==> config.mk <==
export PLATFORM = sky130hd
export DESIGN_NAME = gb_stream_src
export DESIGN_NICKNAME = d
export VERILOG_FILES = /design/src/rtl/gb_pkg.sv /design/src/rtl/gb_src_fifo.sv /design/src/rtl/gb_stream_src.sv
export SDC_FILE = /design/constraint.sdc
export NUM_CORES = 1
export LEC_CHECK = 0
export CORE_MARGIN = 1.5
export CORE_UTILIZATION = 60
export DETAILED_ROUTE_END_ITERATION = 10
export GPL_TIMING_DRIVEN = 1
export PLACE_DENSITY = 0.83
export SETUP_SLACK_MARGIN = 0.4
export SYNTH_ARGS = -nofsm -noshare
export SYNTH_HDL_FRONTEND = slang
export SYNTH_SLANG_ARGS = --single-unit
==> constraint.sdc <==
create_clock -name clk -period 6.2 [get_ports clk]
set_input_delay 1.24 -clock clk [delete_from_list [all_inputs] [get_ports clk]]
set_output_delay 1.24 -clock clk [all_outputs]
set_load 0.03 [all_outputs]
==> src/rtl/gb_pkg.sv <==
// rtl/gb_pkg.sv - shared pixel type, default frame geometry and source FSM states
package gb_pkg;

  typedef logic [7:0] pix_t;

  localparam int GB_IMG_W = 648;
  localparam int GB_IMG_H = 488;

  typedef enum logic [1:0] {
    ST_IDLE   = 2'd0,
    ST_STREAM = 2'd1,
    ST_DONE   = 2'd2
  } state_t;

endpackage

==> src/rtl/gb_src_fifo.sv <==
// rtl/gb_src_fifo.sv - staging FIFO between host pixel port and accelerator stream
import gb_pkg::*;

module gb_src_fifo #(
  parameter int DEPTH = 4
) (
  input  logic       clk,
  input  logic       rst,
  input  logic       i_push,
  input  logic [7:0] i_push_data,
  input  logic       i_pop,
  output logic       o_full,
  output logic       o_empty,
  output logic [7:0] o_head
);

  localparam int AW = $clog2(DEPTH);

  // Pointers carry one extra wrap bit so full and empty are distinguishable.
  logic [AW:0] r_wr_ptr;
  logic [AW:0] r_rd_ptr;
  pix_t        r_mem [DEPTH];

  logic w_do_push;
  logic w_do_pop;

  assign o_empty   = (r_wr_ptr == r_rd_ptr);
  assign o_full    = (r_wr_ptr[AW] != r_rd_ptr[AW]) &&
                     (r_wr_ptr[AW-1:0] == r_rd_ptr[AW-1:0]);
  assign w_do_push = i_push && !o_full;
  assign w_do_pop  = i_pop && !o_empty;
  assign o_head    = r_mem[r_rd_ptr[AW-1:0]];

  // Advance pointers; a refused push or an empty pop leaves them untouched.
  always_ff @(posedge clk) begin
    if (rst) begin
      r_wr_ptr <= '0;
      r_rd_ptr <= '0;
    end else begin
      if (w_do_push) r_wr_ptr <= r_wr_ptr + 1'b1;
      if (w_do_pop)  r_rd_ptr <= r_rd_ptr + 1'b1;
    end
  end

  // Storage needs no reset: entries are only read once the pointers say they are written.
  always_ff @(posedge clk) begin
    if (w_do_push) r_mem[r_wr_ptr[AW-1:0]] <= i_push_data;
  end

endmodule

==> src/rtl/gb_stream_src.sv <==
// rtl/gb_stream_src.sv - frame source for the blur accelerator; optional stall counter via GB_STREAM_SRC_STALL_CNT_EN
import gb_pkg::*;

module gb_stream_src #(
  parameter int IMG_W      = GB_IMG_W,
  parameter int IMG_H      = GB_IMG_H,
  parameter int FIFO_DEPTH = 4
) (
  input  logic        clk,
  input  logic        rst,
  input  logic        start,
  input  logic [7:0]  in_data,
  input  logic        in_valid,
  output logic        in_ready,
  output logic [7:0]  m_TDATA,
  output logic        m_TVALID,
  input  logic        m_TREADY,
  output logic        m_TUSER,
  output logic        m_TLAST,
  output logic        busy,
  output logic        frame_done
`ifdef GB_STREAM_SRC_STALL_CNT_EN
  ,
  output logic [15:0] stall_cnt
`endif
);

  localparam logic [9:0] COL_LAST = 10'(IMG_W - 1);
  localparam logic [8:0] ROW_LAST = 9'(IMG_H - 1);

  state_t     r_state;
  state_t     w_state_nxt;
  logic [9:0] r_col;
  logic [8:0] r_row;

  logic       w_full;
  logic       w_empty;
  logic       w_beat;
  logic       w_first_pos;
  logic       w_last_pos;
  logic       w_accept_start;

  gb_src_fifo #(
    .DEPTH (FIFO_DEPTH)
  ) u_fifo (
    .clk         (clk),
    .rst         (rst),
    .i_push      (in_valid),
    .i_push_data (in_data),
    .i_pop       (w_beat),
    .o_full      (w_full),
    .o_empty     (w_empty),
    .o_head      (m_TDATA)
  );

  assign in_ready       = !w_full;
  assign w_beat         = m_TVALID && m_TREADY;
  assign w_first_pos    = (r_col == 10'd0) && (r_row == 9'd0);
  assign w_last_pos     = (r_col == COL_LAST) && (r_row == ROW_LAST);
  assign w_accept_start = (r_state == ST_IDLE) && start;

  // State register.
  always_ff @(posedge clk) begin
    if (rst) r_state <= ST_IDLE;
    else     r_state <= w_state_nxt;
  end

  // Next state: start only counts from IDLE, the last beat ends the frame, DONE lasts one cycle.
  always_comb begin
    w_state_nxt = r_state;
    case (r_state)
      ST_IDLE:   if (start) w_state_nxt = ST_STREAM;
      ST_STREAM: if (w_beat && w_last_pos) w_state_nxt = ST_DONE;
      ST_DONE:   w_state_nxt = ST_IDLE;
      default:   w_state_nxt = ST_IDLE;
    endcase
  end

  // Outputs: frame markers are gated by valid so nothing stray shows while idle or starved.
  always_comb begin
    m_TVALID   = (r_state == ST_STREAM) && !w_empty;
    m_TUSER    = m_TVALID && w_first_pos;
    m_TLAST    = m_TVALID && w_last_pos;
    busy       = (r_state != ST_IDLE);
    frame_done = (r_state == ST_DONE);
  end

  // Raster position: cleared on an accepted start, advanced only by beats so stalls hold it.
  always_ff @(posedge clk) begin
    if (rst || w_accept_start) begin
      r_col <= '0;
      r_row <= '0;
    end else if (w_beat) begin
      if (r_col == COL_LAST) begin
        r_col <= '0;
        r_row <= (r_row == ROW_LAST) ? 9'd0 : r_row + 9'd1;
      end else begin
        r_col <= r_col + 10'd1;
      end
    end
  end

`ifdef GB_STREAM_SRC_STALL_CNT_EN
  logic [15:0] r_stall_cnt;

  assign stall_cnt = r_stall_cnt;

  // Back-pressure cycles of the current frame, saturating rather than wrapping.
  always_ff @(posedge clk) begin
    if (rst || w_accept_start) begin
      r_stall_cnt <= '0;
    end else if (m_TVALID && !m_TREADY && (r_stall_cnt != 16'hFFFF)) begin
      r_stall_cnt <= r_stall_cnt + 16'd1;
    end
  end
`endif

endmodule
==> flow_metrics.py <==
metrics = {
    "global_route": {
        "grt_pass1_wl_um": 8480,
        "grt_use_met2_pct": 33.54,
        "global_route.peak_usage_layer": "met2",
        "use_met1_pct": 32.03,
        "groute.layer.met3.usage_pct": 7.071,
        "track_usage_pct": 22.66,
        "number_of_antenna_violations_at_the_first_check_in_global_routing": 0,
        "grt_max_degree": 14,
        "via_count_of_the_first_global_routing_pass": 1755,
        "grt.overflow.total": 0,
    },
    "timing": {
        "grt_setup_unrepaired": "no",
        "max_freq_mhz": 251.1,
        "final_max_slew_viols": 0,
        "relSlewSlack_pct": 58.99,
        "final.min_clock_period_ps": 3982,
        "finalSetupViolations": 0,
        "timing_hold_violations_final": 0,
        "fin_ws_ps": 2218,
        "tightest_slew_ps": 612.3,
        "final.period_utilization_pct": 64.23,
        "final_layout_setup_total_negative_slack_ps": 0,
        "finalClockSkew_ps": 6.493,
    },
    "pwr": {
        "combPwrFrac_pct": 9.8,
        "power_switching_w": 0.0001999,
        "clockPowerShare_pct": 38.1,
        "power.total_w": 0.0008591,
        "switching_share_pct": 23.27,
        "power.ir.vdd_worst_mv": 0.1452,
        "power.leakage_nw": 1.103,
        "p_int_w": 0.0006592,
        "pwr_density_cell_nw_per_um2": 269.4,
        "power.sequential.fraction_pct": 52.0,
    },
    "synthesis": {
        "synth-main-ff-cell": "sky130_fd_sc_hd__edfxtp_1",
        "synth_enable_flop_cells": 32,
        "synth_top_area_share_pct": 35.46,
        "yosys.cell_types.count": 41,
        "synthMostInstantiatedCell": "sky130_fd_sc_hd__edfxtp_1",
        "synthesized_instance_count": 224,
        "postSynthAreaPerCell_um2": 12.10,
        "netlist_top_cells_area": "sky130_fd_sc_hd__edfxtp_1, sky130_fd_sc_hd__dfxtp_1, sky130_fd_sc_hd__mux4_2, sky130_fd_sc_hd__xnor2_1, sky130_fd_sc_hd__ha_1",
        "synth.cell_area_um2": 2710,
        "post-synth-top-area-cell": "sky130_fd_sc_hd__edfxtp_1",
        "async_reset_ff_share_pct": 0,
        "synth_fp_nets": 246,
        "ys_seq_area_share_pct": 56.88,
        "synth_common_cells": "sky130_fd_sc_hd__edfxtp_1, sky130_fd_sc_hd__dfxtp_1, sky130_fd_sc_hd__nor2_1",
        "postSynthRegisterBits": 61,
        "ys.warnings.count": 0,
    },
    "run": {
        "cap_violations": 0,
    },
    "route": {
        "drt-wirelength-per-cell_um": 16.50,
        "drc": 0,
        "detail_route.iter0.violations": 210,
        "route.vias.total": 1828,
        "viasPerCell": 5.859,
        "post_drt_antenna_nets": 0,
        "first_pass_detailed_route_iteration_total": 4,
        "wirelength_routed_um": 5148,
    },
    "die": {
        "pin_count": 27,
        "die_area_um2": 4929,
        "core-area_um2": 4354,
        "dieHeight_um": 70.21,
        "initial_utilization_pct": 62.24,
        "die_width_um": 70.21,
        "core.rowCount": 24,
    },
    "critical_path": {
        "critical_path_arrival_ps": 2740,
        "crit_chain": "or4_4 > nor4_4 > and3_2 > clkdlybuf4s50_1",
        "cp-start-kind": "flip-flop",
        "crit_path_max_incr_delay_ps": 680,
        "worstSetupPathType": "flip-flop to primary output",
        "critical_path.endpoint_type": "primary output",
        "critical_path_required_ps": 4960,
        "reg2regPathDepth": 5,
        "critPathMaxFanout": 8,
        "slowest_stage": "sky130_fd_sc_hd__clkdlybuf4s50_1",
    },
    "place": {
        "placedCellCount": 296,
        "gp_congestion": 0.9076,
        "detailed_place_hpwl_um": 3604,
        "dpl_worst_slack_ps": 2579,
        "postPlaceCellArea_um2": 3005,
        "placement.io_buffers": 26,
    },
    "cts": {
        "path_clk_slew_ps": 60,
        "number_of_buffers_inserted_to_repair_setup_after_cts": 0,
        "number_of_buffers_added_to_fix_hold_violations_after_cts": 0,
        "htree_levels": 3,
        "clock_insertion_delay_worst_skew_ps": 330,
        "clock_root_buffer_master": "sky130_fd_sc_hd__clkbuf_8",
        "cts_sinks": 61,
        "clk_path_buf_depth": 2,
        "tritoncts_clock_tree": "yes",
        "cts_resized": 0,
        "cts_inserted_buffers": 9,
    },
    "final_layout": {
        "stdcell_area_um2": 3189,
        "ratio_of_cells_with_drive_above_1_in_the_final_layout_pct": 13.46,
        "instances_no_fill": 312,
        "layout.nets": 277,
        "n_antenna_cell": 0,
        "syn2layout_area_growth_pct": 17.68,
    },
    "worst_hold_path": {
        "holdCritPathClass": "flip-flop to flip-flop",
        "hold_depth": 2,
    },
    "run_status": {
        "outcome": "complete, no violations",
    },
}
through the flow:
stage,util [%],hold slack [ps]
detailed placement,69.02,490.1
floorplan,-,458.1
global placement,69.02,477.8
CTS,73.25,498.6
finish,73.25,501.0
global route,73.25,519.1
state kept, by name, summed over array words and instances (netlist names), named ones only:
| register | flops |
|---|---|
| r_col | 10 |
| u_fifo.r_mem | 32 |
| u_fifo.r_wr_ptr | 3 |
| r_state | 2 |
| r_row | 9 |
| u_fifo.r_rd_ptr | 3 |
cell type report:
cell class	instances	area, µm²
clock buffers	11	131.4
clock inverters	5	52.55
fillers	282	1165
inverters	9	33.78
multi-input cells	147	1097
flip-flops and latches	61	1541
well taps	52	65.06
repair buffers	27	267.8
worst paths after layout:
| check | from | endpoint | slack, ps |
|---|---|---|---|
| max reg2reg | r_col[3] | r_row[3] | 3850 |
| min reg2reg | r_row[1] | r_row[1] | 500 |
| min | r_row[1] | r_row[1] | 500 |
| max | r_col[3] | m_TLAST | 2220 |
worst max-delay path, delay by kind of cell, from the launching register on:
family / cells / cell delay, ps
simple gates: 3 / 1380
buf+inv: 1 / 680
flops: 1 / 350
kinds of logic after synthesis:
kind of cell | count (synthesis) | share of synthesized area [%]
AOI/OAI and AO/OA | 21 | 4.755
buffers and inverters | 16 | 2.631
muxes | 9 | 7.017
xor gates and xnor gates | 19 | 6.140
adders and majority gates | 9 | 4.155
DFF | 61 | 56.88
and+or+nand+nor | 89 | 18.42
placed cells by master (no fill, tap or decap), types with 2 or more instances in the layout:
cell type	instances
sky130_fd_sc_hd__clkinv_2	3
sky130_fd_sc_hd__nor2_1	25
sky130_fd_sc_hd__o21ai_0	4
sky130_fd_sc_hd__dfxtp_1	29
sky130_fd_sc_hd__a21oi_1	7
sky130_fd_sc_hd__inv_1	9
sky130_fd_sc_hd__nand4_1	6
sky130_fd_sc_hd__o31ai_1	3
sky130_fd_sc_hd__xnor2_1	13
sky130_fd_sc_hd__and3_1	3
sky130_fd_sc_hd__or3_1	2
sky130_fd_sc_hd__a31oi_1	3
sky130_fd_sc_hd__nand3_1	5
sky130_fd_sc_hd__mux4_2	8
sky130_fd_sc_hd__nand2_1	13
sky130_fd_sc_hd__clkbuf_8	9
sky130_fd_sc_hd__or3_2	2
sky130_fd_sc_hd__nand3b_1	2
sky130_fd_sc_hd__edfxtp_1	32
sky130_fd_sc_hd__and3_2	2
sky130_fd_sc_hd__nor4_1	9
sky130_fd_sc_hd__xor2_1	6
sky130_fd_sc_hd__a21o_2	2
sky130_fd_sc_hd__clkdlybuf4s50_1	26
sky130_fd_sc_hd__nor2b_1	2
sky130_fd_sc_hd__and4_1	2
sky130_fd_sc_hd__nor3_1	3
sky130_fd_sc_hd__a21o_1	2
sky130_fd_sc_hd__and2_1	4
sky130_fd_sc_hd__clkbuf_1	2
sky130_fd_sc_hd__ha_1	9
power by group through the flow:
stage	sequential [W]	combinational (W)	clock, W
detailed placement	0.000456	0.0000851	0
global route	0.000448	0.0000913	0.000353
CTS	0.000447	0.0000853	0.000333
floorplan	0.000451	0.0000558	0
global placement	0.000455	0.0000828	0
finish	0.000447	0.0000846	0.000328
routing by layer:
| metal | vias up | share of wire, % |
|---|---|---|
| met1 | 877 | 45 |
| met2 | 58 | 48 |
| met3 | 6 | 6.0 |
| met5 | - | 0 |
| met4 | 0 | 0.95 |
| li1 | 887 | - |
(Power assumes the default switching activity.)
